$ cat config.mk
export PLATFORM = sky130hd
export DESIGN_NAME = avalon_blit_queue
export DESIGN_NICKNAME = d
export VERILOG_FILES = /design/src/rtl/avalon_blit_queue.sv
export SDC_FILE = /design/constraint.sdc
export NUM_CORES = 1
export LEC_CHECK = 0
export BUFFER_PORTS_ARGS = -buffer_cell sky130_fd_sc_hd__buf_2
export CORE_UTILIZATION = 55
export CTS_CLUSTER_DIAMETER = 30
export DETAILED_ROUTE_END_ITERATION = 10
export HOLD_SLACK_MARGIN = 0.15
export MAX_ROUTING_LAYER = met4
export PLACE_DENSITY = 0.81
export SLEW_MARGIN = 15
export SYNTH_ARGS = -nofsm -noshare
export SYNTH_HDL_FRONTEND = slang
export SYNTH_SLANG_ARGS = --single-unit
$ cat constraint.sdc
create_clock -name CLK -period 6.7 [get_ports CLK]
set_clock_uncertainty 0.1 [all_clocks]
set_input_delay 0.335 -clock CLK [delete_from_list [all_inputs] [get_ports CLK]]
set_output_delay 0.335 -clock CLK [all_outputs]
set_load 0.03 [all_outputs]
$ cat src/rtl/avalon_blit_queue.sv
// avalon_blit_queue
//   Avalon-MM command front end for the blitter. Software stages an object
//   index and bounding box, then pushes it into a command FIFO. An issue FSM
//   hands one command at a time to the blitter and waits for ENG_DONE.
//
// Ports
//   CLK, RESET_N                      clock, asynchronous active-low reset
//   AVL_CS/READ/WRITE/ADDR/WRITEDATA  Avalon-MM slave strobes, 8 word registers
//   AVL_READDATA                      registered read data, latency 1, 0 when idle
//   CMD_VALID / CMD_READY             command handshake to the blitter
//   CMD_IDX, CMD_X0..CMD_Y1, CMD_TRANS  issued command (clamped inclusive box)
//   ENG_DONE                          completion pulse for the accepted command
//   FRAME_DONE                        CTRL[0]
//   IRQ                               irq_pending & irq_en
module avalon_blit_queue #(
    parameter int unsigned IDX_W    = 10,
    parameter int unsigned COORD_W  = 11,
    parameter int unsigned DEPTH    = 8,
    parameter int unsigned SCREEN_W = 640,
    parameter int unsigned SCREEN_H = 480
) (
    input  logic               CLK,
    input  logic               RESET_N,
    input  logic               AVL_READ,
    input  logic               AVL_WRITE,
    input  logic               AVL_CS,
    input  logic [2:0]         AVL_ADDR,
    input  logic [31:0]        AVL_WRITEDATA,
    output logic [31:0]        AVL_READDATA,
    output logic               CMD_VALID,
    input  logic               CMD_READY,
    output logic [IDX_W-1:0]   CMD_IDX,
    output logic [COORD_W-1:0] CMD_X0,
    output logic [COORD_W-1:0] CMD_Y0,
    output logic [COORD_W-1:0] CMD_X1,
    output logic [COORD_W-1:0] CMD_Y1,
    output logic               CMD_TRANS,
    input  logic               ENG_DONE,
    output logic               FRAME_DONE,
    output logic               IRQ
);

    localparam int unsigned AW = (DEPTH > 1) ? $clog2(DEPTH) : 1;
    localparam int unsigned EW = 1 + IDX_W + 4 * COORD_W;
    localparam logic [COORD_W-1:0] X_MAX = COORD_W'(SCREEN_W - 1);
    localparam logic [COORD_W-1:0] Y_MAX = COORD_W'(SCREEN_H - 1);
    localparam logic [AW:0]        LVL_FULL = (AW + 1)'(DEPTH);

    typedef enum logic [1:0] {S_IDLE, S_ISSUE, S_WAIT} state_t;

    state_t state, state_next;

    logic [IDX_W-1:0]   idx_r;
    logic [COORD_W-1:0] x0_r, y0_r, x1_r, y1_r;
    logic               frame_done, irq_en, trans_r;
    logic               irq_pending, overflow, bad_box;
    logic [7:0]         done_count;

    logic [EW-1:0]      mem [DEPTH];
    logic [AW-1:0]      wptr, rptr;
    logic [AW:0]        level;
    logic [EW-1:0]      cmd_q;

    logic               wr, rd, flush, push_req, push_ok, pop, eng_fin;
    logic               empty, full, busy, box_bad;
    logic [COORD_W-1:0] x1_c, y1_c;
    logic [31:0]        rd_mux;
    logic               unused_ok;

    assign unused_ok = ^AVL_WRITEDATA;

    assign wr       = AVL_CS & AVL_WRITE;
    assign rd       = AVL_CS & AVL_READ;
    assign flush    = wr && (AVL_ADDR == 3'd5) && AVL_WRITEDATA[3];
    assign push_req = wr && (AVL_ADDR == 3'd6);

    assign empty = (level == '0);
    assign full  = (level == LVL_FULL);
    assign busy  = (state != S_IDLE);

    assign x1_c    = (x1_r > X_MAX) ? X_MAX : x1_r;
    assign y1_c    = (y1_r > Y_MAX) ? Y_MAX : y1_r;
    assign box_bad = (x0_r > x1_c) || (y0_r > y1_c);

    // Flush discards a same-cycle push; fullness is judged before any pop.
    assign push_ok = push_req && !flush && !box_bad && !full;
    assign eng_fin = (state == S_WAIT) && ENG_DONE;

    always_comb begin
        state_next = state;
        pop        = 1'b0;
        case (state)
            S_IDLE: begin
                if (!empty) begin
                    pop        = 1'b1;
                    state_next = S_ISSUE;
                end
            end
            S_ISSUE: if (CMD_READY) state_next = S_WAIT;
            S_WAIT:  if (ENG_DONE)  state_next = S_IDLE;
            default: state_next = S_IDLE;
        endcase
    end

    always_ff @(posedge CLK or negedge RESET_N) begin
        if (!RESET_N) state <= S_IDLE;
        else          state <= state_next;
    end

    always_ff @(posedge CLK) begin
        if (push_ok) mem[wptr] <= {trans_r, idx_r, x0_r, y0_r, x1_c, y1_c};
    end

    always_ff @(posedge CLK or negedge RESET_N) begin
        if (!RESET_N) begin
            wptr  <= '0;
            rptr  <= '0;
            level <= '0;
            cmd_q <= '0;
        end else begin
            if (pop) cmd_q <= mem[rptr];
            if (flush) begin
                wptr  <= '0;
                rptr  <= '0;
                level <= '0;
            end else begin
                if (push_ok) wptr <= wptr + 1'b1;
                if (pop)     rptr <= rptr + 1'b1;
                if (push_ok && !pop)      level <= level + 1'b1;
                else if (!push_ok && pop) level <= level - 1'b1;
            end
        end
    end

    always_ff @(posedge CLK or negedge RESET_N) begin
        if (!RESET_N) begin
            idx_r       <= '0;
            x0_r        <= '0;
            y0_r        <= '0;
            x1_r        <= '0;
            y1_r        <= '0;
            frame_done  <= 1'b0;
            irq_en      <= 1'b0;
            trans_r     <= 1'b0;
            irq_pending <= 1'b0;
            overflow    <= 1'b0;
            bad_box     <= 1'b0;
            done_count  <= '0;
        end else begin
            if (wr) begin
                case (AVL_ADDR)
                    3'd0: idx_r <= AVL_WRITEDATA[IDX_W-1:0];
                    3'd1: x0_r  <= AVL_WRITEDATA[COORD_W-1:0];
                    3'd2: y0_r  <= AVL_WRITEDATA[COORD_W-1:0];
                    3'd3: x1_r  <= AVL_WRITEDATA[COORD_W-1:0];
                    3'd4: y1_r  <= AVL_WRITEDATA[COORD_W-1:0];
                    3'd5: begin
                        frame_done <= AVL_WRITEDATA[0];
                        irq_en     <= AVL_WRITEDATA[1];
                        trans_r    <= AVL_WRITEDATA[2];
                    end
                    3'd7: begin
                        if (AVL_WRITEDATA[3]) irq_pending <= 1'b0;
                        if (AVL_WRITEDATA[4]) overflow    <= 1'b0;
                        if (AVL_WRITEDATA[5]) bad_box     <= 1'b0;
                    end
                    default: ;
                endcase
            end
            // Hardware set events take priority over a same-cycle W1C.
            if (push_req && !flush && box_bad)          bad_box  <= 1'b1;
            if (push_req && !flush && !box_bad && full) overflow <= 1'b1;
            if (eng_fin) begin
                done_count <= done_count + 8'd1;
                if (empty && irq_en) irq_pending <= 1'b1;
            end
        end
    end

    always_comb begin
        rd_mux = '0;
        case (AVL_ADDR)
            3'd0: rd_mux[IDX_W-1:0]   = idx_r;
            3'd1: rd_mux[COORD_W-1:0] = x0_r;
            3'd2: rd_mux[COORD_W-1:0] = y0_r;
            3'd3: rd_mux[COORD_W-1:0] = x1_r;
            3'd4: rd_mux[COORD_W-1:0] = y1_r;
            3'd5: rd_mux[2:0]         = {trans_r, irq_en, frame_done};
            3'd6: rd_mux[AW:0]        = level;
            3'd7: rd_mux[15:0]        = {done_count, 2'b00, bad_box, overflow,
                                         irq_pending, busy, full, empty};
            default: ;
        endcase
    end

    always_ff @(posedge CLK or negedge RESET_N) begin
        if (!RESET_N) AVL_READDATA <= '0;
        else          AVL_READDATA <= rd ? rd_mux : '0;
    end

    assign {CMD_TRANS, CMD_IDX, CMD_X0, CMD_Y0, CMD_X1, CMD_Y1} = cmd_q;
    assign CMD_VALID  = (state == S_ISSUE);
    assign FRAME_DONE = frame_done;
    assign IRQ        = irq_pending & irq_en;

endmodule

# Yosys cells after proc, flatten, opt, wreduce, memory -nomap -nowiden
# Memories as Yosys holds them, arrays and structs flattened. A register that Yosys moved wholly into a read port is not among the register bits.
# Index checks and enable logic that the tools add are counted.
[word_totals]
regBits = 96
latch_bits = 0
mem_bits_rw = 440
romBits = 0
inputBits = 42
out_inout_bits = 90
word_cells = 120
mem_count = 1
[op_classes]
addsub = 5
n_mul = 0
n_div = 0
magnitude_cmp = 4
n_eq_ne = 13
shifts = 0
n_mux = 36
bitwise_logic = 3
n_reduce_logical = 41
[mem_list]
columns = ["memory", "depth", "width", "read_ports", "rd_ports_with_merged_regs", "wr", "line_no", "source"]
rows = [
  ["mem", 8, 55, 1, 1, 1, "59", "logic [EW-1:0] mem [DEPTH];"],
]
[ops]
columns = ["op", "count"]
rows = [
  ["6-bit case mux with 6 select lines", 1],
  ["3-bit case mux with 8 select lines", 1],
  ["11-bit > comparator", 2],
  ["11-bit 2-to-1 mux", 2],
  ["2-bit nonzero test", 9],
  ["1-bit 2-to-1 mux", 17],
  ["16-bit 2-to-1 mux", 1],
  ["3-bit equality test, second input constant", 4],
  ["1-bit logical AND", 12],
  ["3-bit 2-to-1 mux", 4],
  ["4-bit 2-to-1 mux", 3],
  ["2-bit AND reduction", 6],
  ["11-bit by 10-bit > comparator with 1-bit output, second input constant", 1],
  ["11-bit by 9-bit > comparator with 1-bit output, second input constant", 1],
  ["3-bit AND reduction", 3],
  ["8-bit by 1-bit adder with 8-bit output, second input constant", 1],
  ["1-bit case mux with 7 select lines", 1],
  ["3-bit by 1-bit adder with 3-bit output, second input constant", 2],
  ["3-bit by 2-bit equality test with 1-bit output, second input constant", 2],
  ["1-bit zero test", 6],
  ["2-bit 2-to-1 mux", 3],
  ["2-bit case mux with 3 select lines", 1],
  ["5-bit 2-to-1 mux", 1],
  ["1-bit case mux with 5 select lines", 1],
  ["other kinds (14)", 17],
]

# Longest topological paths before layout
[depth]
ltp_word = 12
ltp_mapped = 15
mapped_depth_nobuf = 15

# Least setup slack after synthesis
# Ideal clock, no wire load.
[synth_timing]
path_kind = "register to register"
start = "reg y1_r[9]"
end = "mem mem[3][0] (netlist bit) (enable)"
setup_ns = 0.547
t_arrival_ns = 6.378
required_time_ns = 6.053
slack_ns = -0.326
stages_incl_launch_ff = 12
n_path_buf = 0
synth_period_minus_slack_ns = 7.026
cell_sequence = "dfrtp_1 nor2_1 nand2_1 or2_2 inv_1 ha_1 a21oi_1 a21oi_1 nor4bb_2 o32a_4 nand3_1 nor3b_1"
[synth_via]
elab_chain_cells = 9
[synth_rtl]
columns = ["element", "line_no", "source"]
rows = [
  ["start: declaration", "54", "logic [COORD_W-1:0] x0_r, y0_r, x1_r, y1_r;"],
  ["start signal: assignment", "156", "3'd4: y1_r <= AVL_WRITEDATA[COORD_W-1:0];"],
  ["11-bit by 9-bit > comparator with 1-bit output", "82", "assign y1_c = (y1_r > Y_MAX) ? Y_MAX : y1_r;"],
  ["11-bit 2-to-1 mux", "82", ""],
  ["named net y1_c[2]", "66", "logic [COORD_W-1:0] x1_c, y1_c;"],
  ["11-bit > comparator", "83", "assign box_bad = (x0_r > x1_c) || (y0_r > y1_c);"],
  ["1-bit logical OR", "83", ""],
  ["1-bit zero test", "86", "assign push_ok = push_req && !flush && !box_bad && !full;"],
  ["1-bit logical AND (2 in a row)", "86", ""],
  ["1-bit 2-to-1 mux", "111", "if (push_ok) mem[wptr] <= {trans_r, idx_r, x0_r, y0_r, x1_c, y1_c};"],
  ["1-bit 2-to-1 mux (implied by the code)", "111", ""],
  ["end: declaration", "59", ""],
]
# The timed path passes the listed nets, and every way through them passes these cells.

# Final worst setup path
[layout_timing]
start = "reg y1_r[10]"
end = "mem mem[4][35] (netlist bit) (enable)"
# Same word-level chain as after synthesis.

==> impl_metrics.json <==
{
  "tightestPinTransition_ns": 1.17,
  "dp.cells": 1936,
  "cts_tree": "done",
  "critPathSlowestCell": "buf_4",
  "clock-sinks": 591,
  "grt_usage_pct": 26.5,
  "core_um2": 42200,
  "r2r_end": "mem[4][35]",
  "post-synth-top-count-cell": "edfxtp_1",
  "vias_per_cell": 6.09,
  "synth_top_cells_by_count": "edfxtp_1 (440), dfrtp_1 (151), mux4_2 (111)",
  "place_ws_ns": 2.38,
  "max_cap_viol_count": 0,
  "dpl_cell_area_um2": 24800,
  "hold_violations": 0,
  "post_cts_resized": 0,
  "yosysTopAreaCell": "edfxtp_1",
  "synth-seq-cells": 591,
  "endpoint_kind": "flip-flop",
  "setup_ws_ns": 2.22,
  "min_path_type": "primary input to asynchronous set/reset pin",
  "avgSynthCellArea_um2": 17.9,
  "grt_max_degree": 114,
  "setup-violations-final": 0,
  "period_share_pct": 66.9,
  "netlist-cell-type-count": 68,
  "slew_viol_final": 0,
  "wl_per_cell_um": 25.3,
  "dpl.hpwl_mm": 28.8,
  "yosysTopAreaCellShare_pct": 55.8,
  "period_minus_slack_ns": 4.48,
  "clk_pin_slew_ns": 0.05,
  "status": "complete, no violations",
  "powerDensity_nw_per_um2": 462,
  "die_h_um": 210,
  "reg2reg_depth": 13,
  "slowest_delay_ns": 0.74,
  "post-route-cell-area_um2": 28600,
  "synthesis.area_um2": 23700,
  "worstSkewPairLatency_ns": 0.63,
  "worst-path-buf-inv": 2,
  "cp_common_cell": "a21oi_1",
  "die_area_um2": 43900,
  "peakVddDrop_mv": 0.401,
  "drc": 0,
  "layoutNonFillerInstCount": 2152,
  "rsz0062_at_grt": "no",
  "ys_async_sr_fraction_pct": 25.5,
  "die_w_um": 210,
  "ys_seq_area_share_pct": 71.7,
  "htreeDepth": 3,
  "power.total_w": 0.0132,
  "num_vias": 13100,
  "p_leak_nw": 10.7,
  "start_util_pct": 56.1,
  "relSlewSlack_pct": 21.8,
  "cp_top_family": "simple AND/OR/NAND/NOR gates",
  "grt_antenna_before_repair": 0,
  "drt_pre_antenna_iters": 9,
  "antenna_left": 0,
  "crit_path_start_kind": "flip-flop",
  "io_buffers": 94,
  "grt_pass1_vias": 13800,
  "crit_chain": "nor2_1, nand2_1, or2_2, inv_1, ha_1, a21oi_1, a21oi_1, nor4bb_2, o32a_4, nand2_2, or2_4, nor3b_4, buf_4",
  "ios": 132,
  "yosys-top-cells-area": "edfxtp_1 (56%), dfrtp_1 (16%), mux4_2 (11%)",
  "worstPathMaxFanout": 55,
  "r2r_setup_slack_ns": 2.22,
  "crit_type": "flip-flop to flip-flop",
  "placementRows": 75,
  "diodes": 0,
  "root_buffer": "clkbuf_16",
  "gp_congestion": 0.948,
  "synth_ff_type": "edfxtp_1",
  "r2r-start": "y1_r[10]",
  "fillers": 2616,
  "ys_warn_count": 0,
  "critPathArrivalTime_ns": 4.61,
  "nets": 1592,
  "max_freq_mhz": 223,
  "cts_buffers": 104,
  "drive_gt1_share_pct": 30.1,
  "grt_pass1_wl_mm": 83.0,
  "areaGrowthSynthToFinish_pct": 20.7,
  "drt_wl_total_mm": 54.4,
  "overflow": 0,
  "required_ns": 6.84,
  "clockBufferDepth": 3,
  "synthCells": 1324,
  "synth_edf_count": 440,
  "drtIter0Drc": 1354
}
## sequential cells by signal (all words and copies together) (netlist names), 4 cells and up
signal,flops
mem,440
idx_r,10
AVL_READDATA,16
x0_r,11
y0_r,11
cmd_q,55
level,4
x1_r,11
done_count,8
y1_r,11
## cells in the final DEF, fill, tap and decap left out, types with 4 or more instances in the layout
| cell type | instances |
|---|---|
| a21oi_1 | 20 |
| a221oi_1 | 7 |
| and2_1 | 9 |
| buf_2 | 93 |
| buf_4 | 14 |
| bufinv_16 | 13 |
| clkbuf_1 | 9 |
| clkbuf_16 | 105 |
| clkinv_1 | 6 |
| clkinv_2 | 22 |
| clkinv_4 | 15 |
| clkinvlp_4 | 11 |
| conb_1 | 43 |
| dfrtp_1 | 148 |
| dlygate4sd3_1 | 18 |
| edfxtp_1 | 440 |
| ha_1 | 27 |
| inv_1 | 27 |
| inv_6 | 12 |
| mux2_1 | 5 |
| mux2_2 | 52 |
| mux2i_1 | 65 |
| mux4_2 | 111 |
| nand2_1 | 91 |
| nand3_1 | 22 |
| nand3b_1 | 4 |
| nand4_1 | 8 |
| nor2_1 | 34 |
| nor2b_1 | 4 |
| nor3_1 | 14 |
| nor3b_4 | 4 |
| o21a_1 | 6 |
| o21ai_0 | 72 |
| or3_1 | 6 |
| xnor2_1 | 7 |
| xor2_1 | 4 |
## stage by stage
step / utilization, % / TNS (ns) / hold WS, ns
finish: 67.7 / 0 / 0.188
global placement: 58.8 / 0 / 0.270
CTS: 67.7 / 0 / 0.177
global route: 67.7 / 0 / 0.231
detailed placement: 58.8 / 0 / 0.287
floorplan: - / -1.62 / -0.0606
## cells by family (layout without fill, tap and decap cells)
kind of cell / Yosys count / in the layout / synth area share [%]
other: 2 / 43 / 0.0317
AND/OR/NAND/NOR: 221 / 221 / 4.70
multiplexers: 235 / 235 / 16.2
flip-flops: 591 / 591 / 71.7
XOR/XNOR: 11 / 11 / 0.407
buffers and inverters: 105 / 353 / 2.14
adder cells (fa/ha/maj): 28 / 28 / 1.51
AO/OA/AOI/OAI: 131 / 131 / 3.36
## worst reg2reg max path, delay by kind of cell, from the launching register on
kind                     cells  cell delay, ns
adder cells (fa/ha/maj)      1            0.28
buffers and inverters        2            0.86
AND/OR/NAND/NOR              7            1.76
flip-flops                   1            0.43
AO/OA/AOI/OAI                3            0.55
## cell type report
type                       instances  area, um2  share of cell area (%)
inverter                          28        110                   0.385
clock inverter                    82        896                    3.13
sequential                       591      17000                    59.5
tap                              539        674                    2.36
clock buffer                     115       2680                    9.35
multi-input combinational        669       6430                    22.5
timing repair buffer             128        810                    2.83
## per-layer routing
metal | part of all wire [%] | global-route usage, % | vias up
met5 | 0 | - | -
met4 | 3.2 | 11.3 | 0
met3 | 8.1 | 4.95 | 140
met2 | 50 | 42.3 | 701
met1 | 39 | 33.7 | 6714
li1 | - | - | 5548
## power breakdown
group          internal (W)  leakage [nW]  switching (W)
combinational       0.00127          3.13        0.00168
clock               0.00342          1.74        0.00186
sequential          0.00445          5.84       0.000523
total               0.00914          10.7        0.00407
## how the worst max path moves through the flow
stage / startpoint / to / depth (start not counted) / slack [ns]
after global routing: y1_r[9] / mem[2][15] / 13 / 2.08
after global placement: y1_r[9] / mem[2][31] / 13 / 2.47
after detailed placement: y1_r[10] / mem[4][24] / 13 / 2.38
after floorplan: y1_r[9] / mem[1][0] / 11 / -0.03
final: y1_r[10] / mem[4][35] / 13 / 2.22
after CTS: y1_r[10] / mem[2][15] / 13 / 2.29
## timing repair
item | CTS | global route
endpoints found under the setup margin | 0 | 0
hold buffers | 18 | 0
hold endpoints to repair | 134 | 0
setup buffers | 0 | 0
Note: power is estimated with default switching activity, not from simulation.
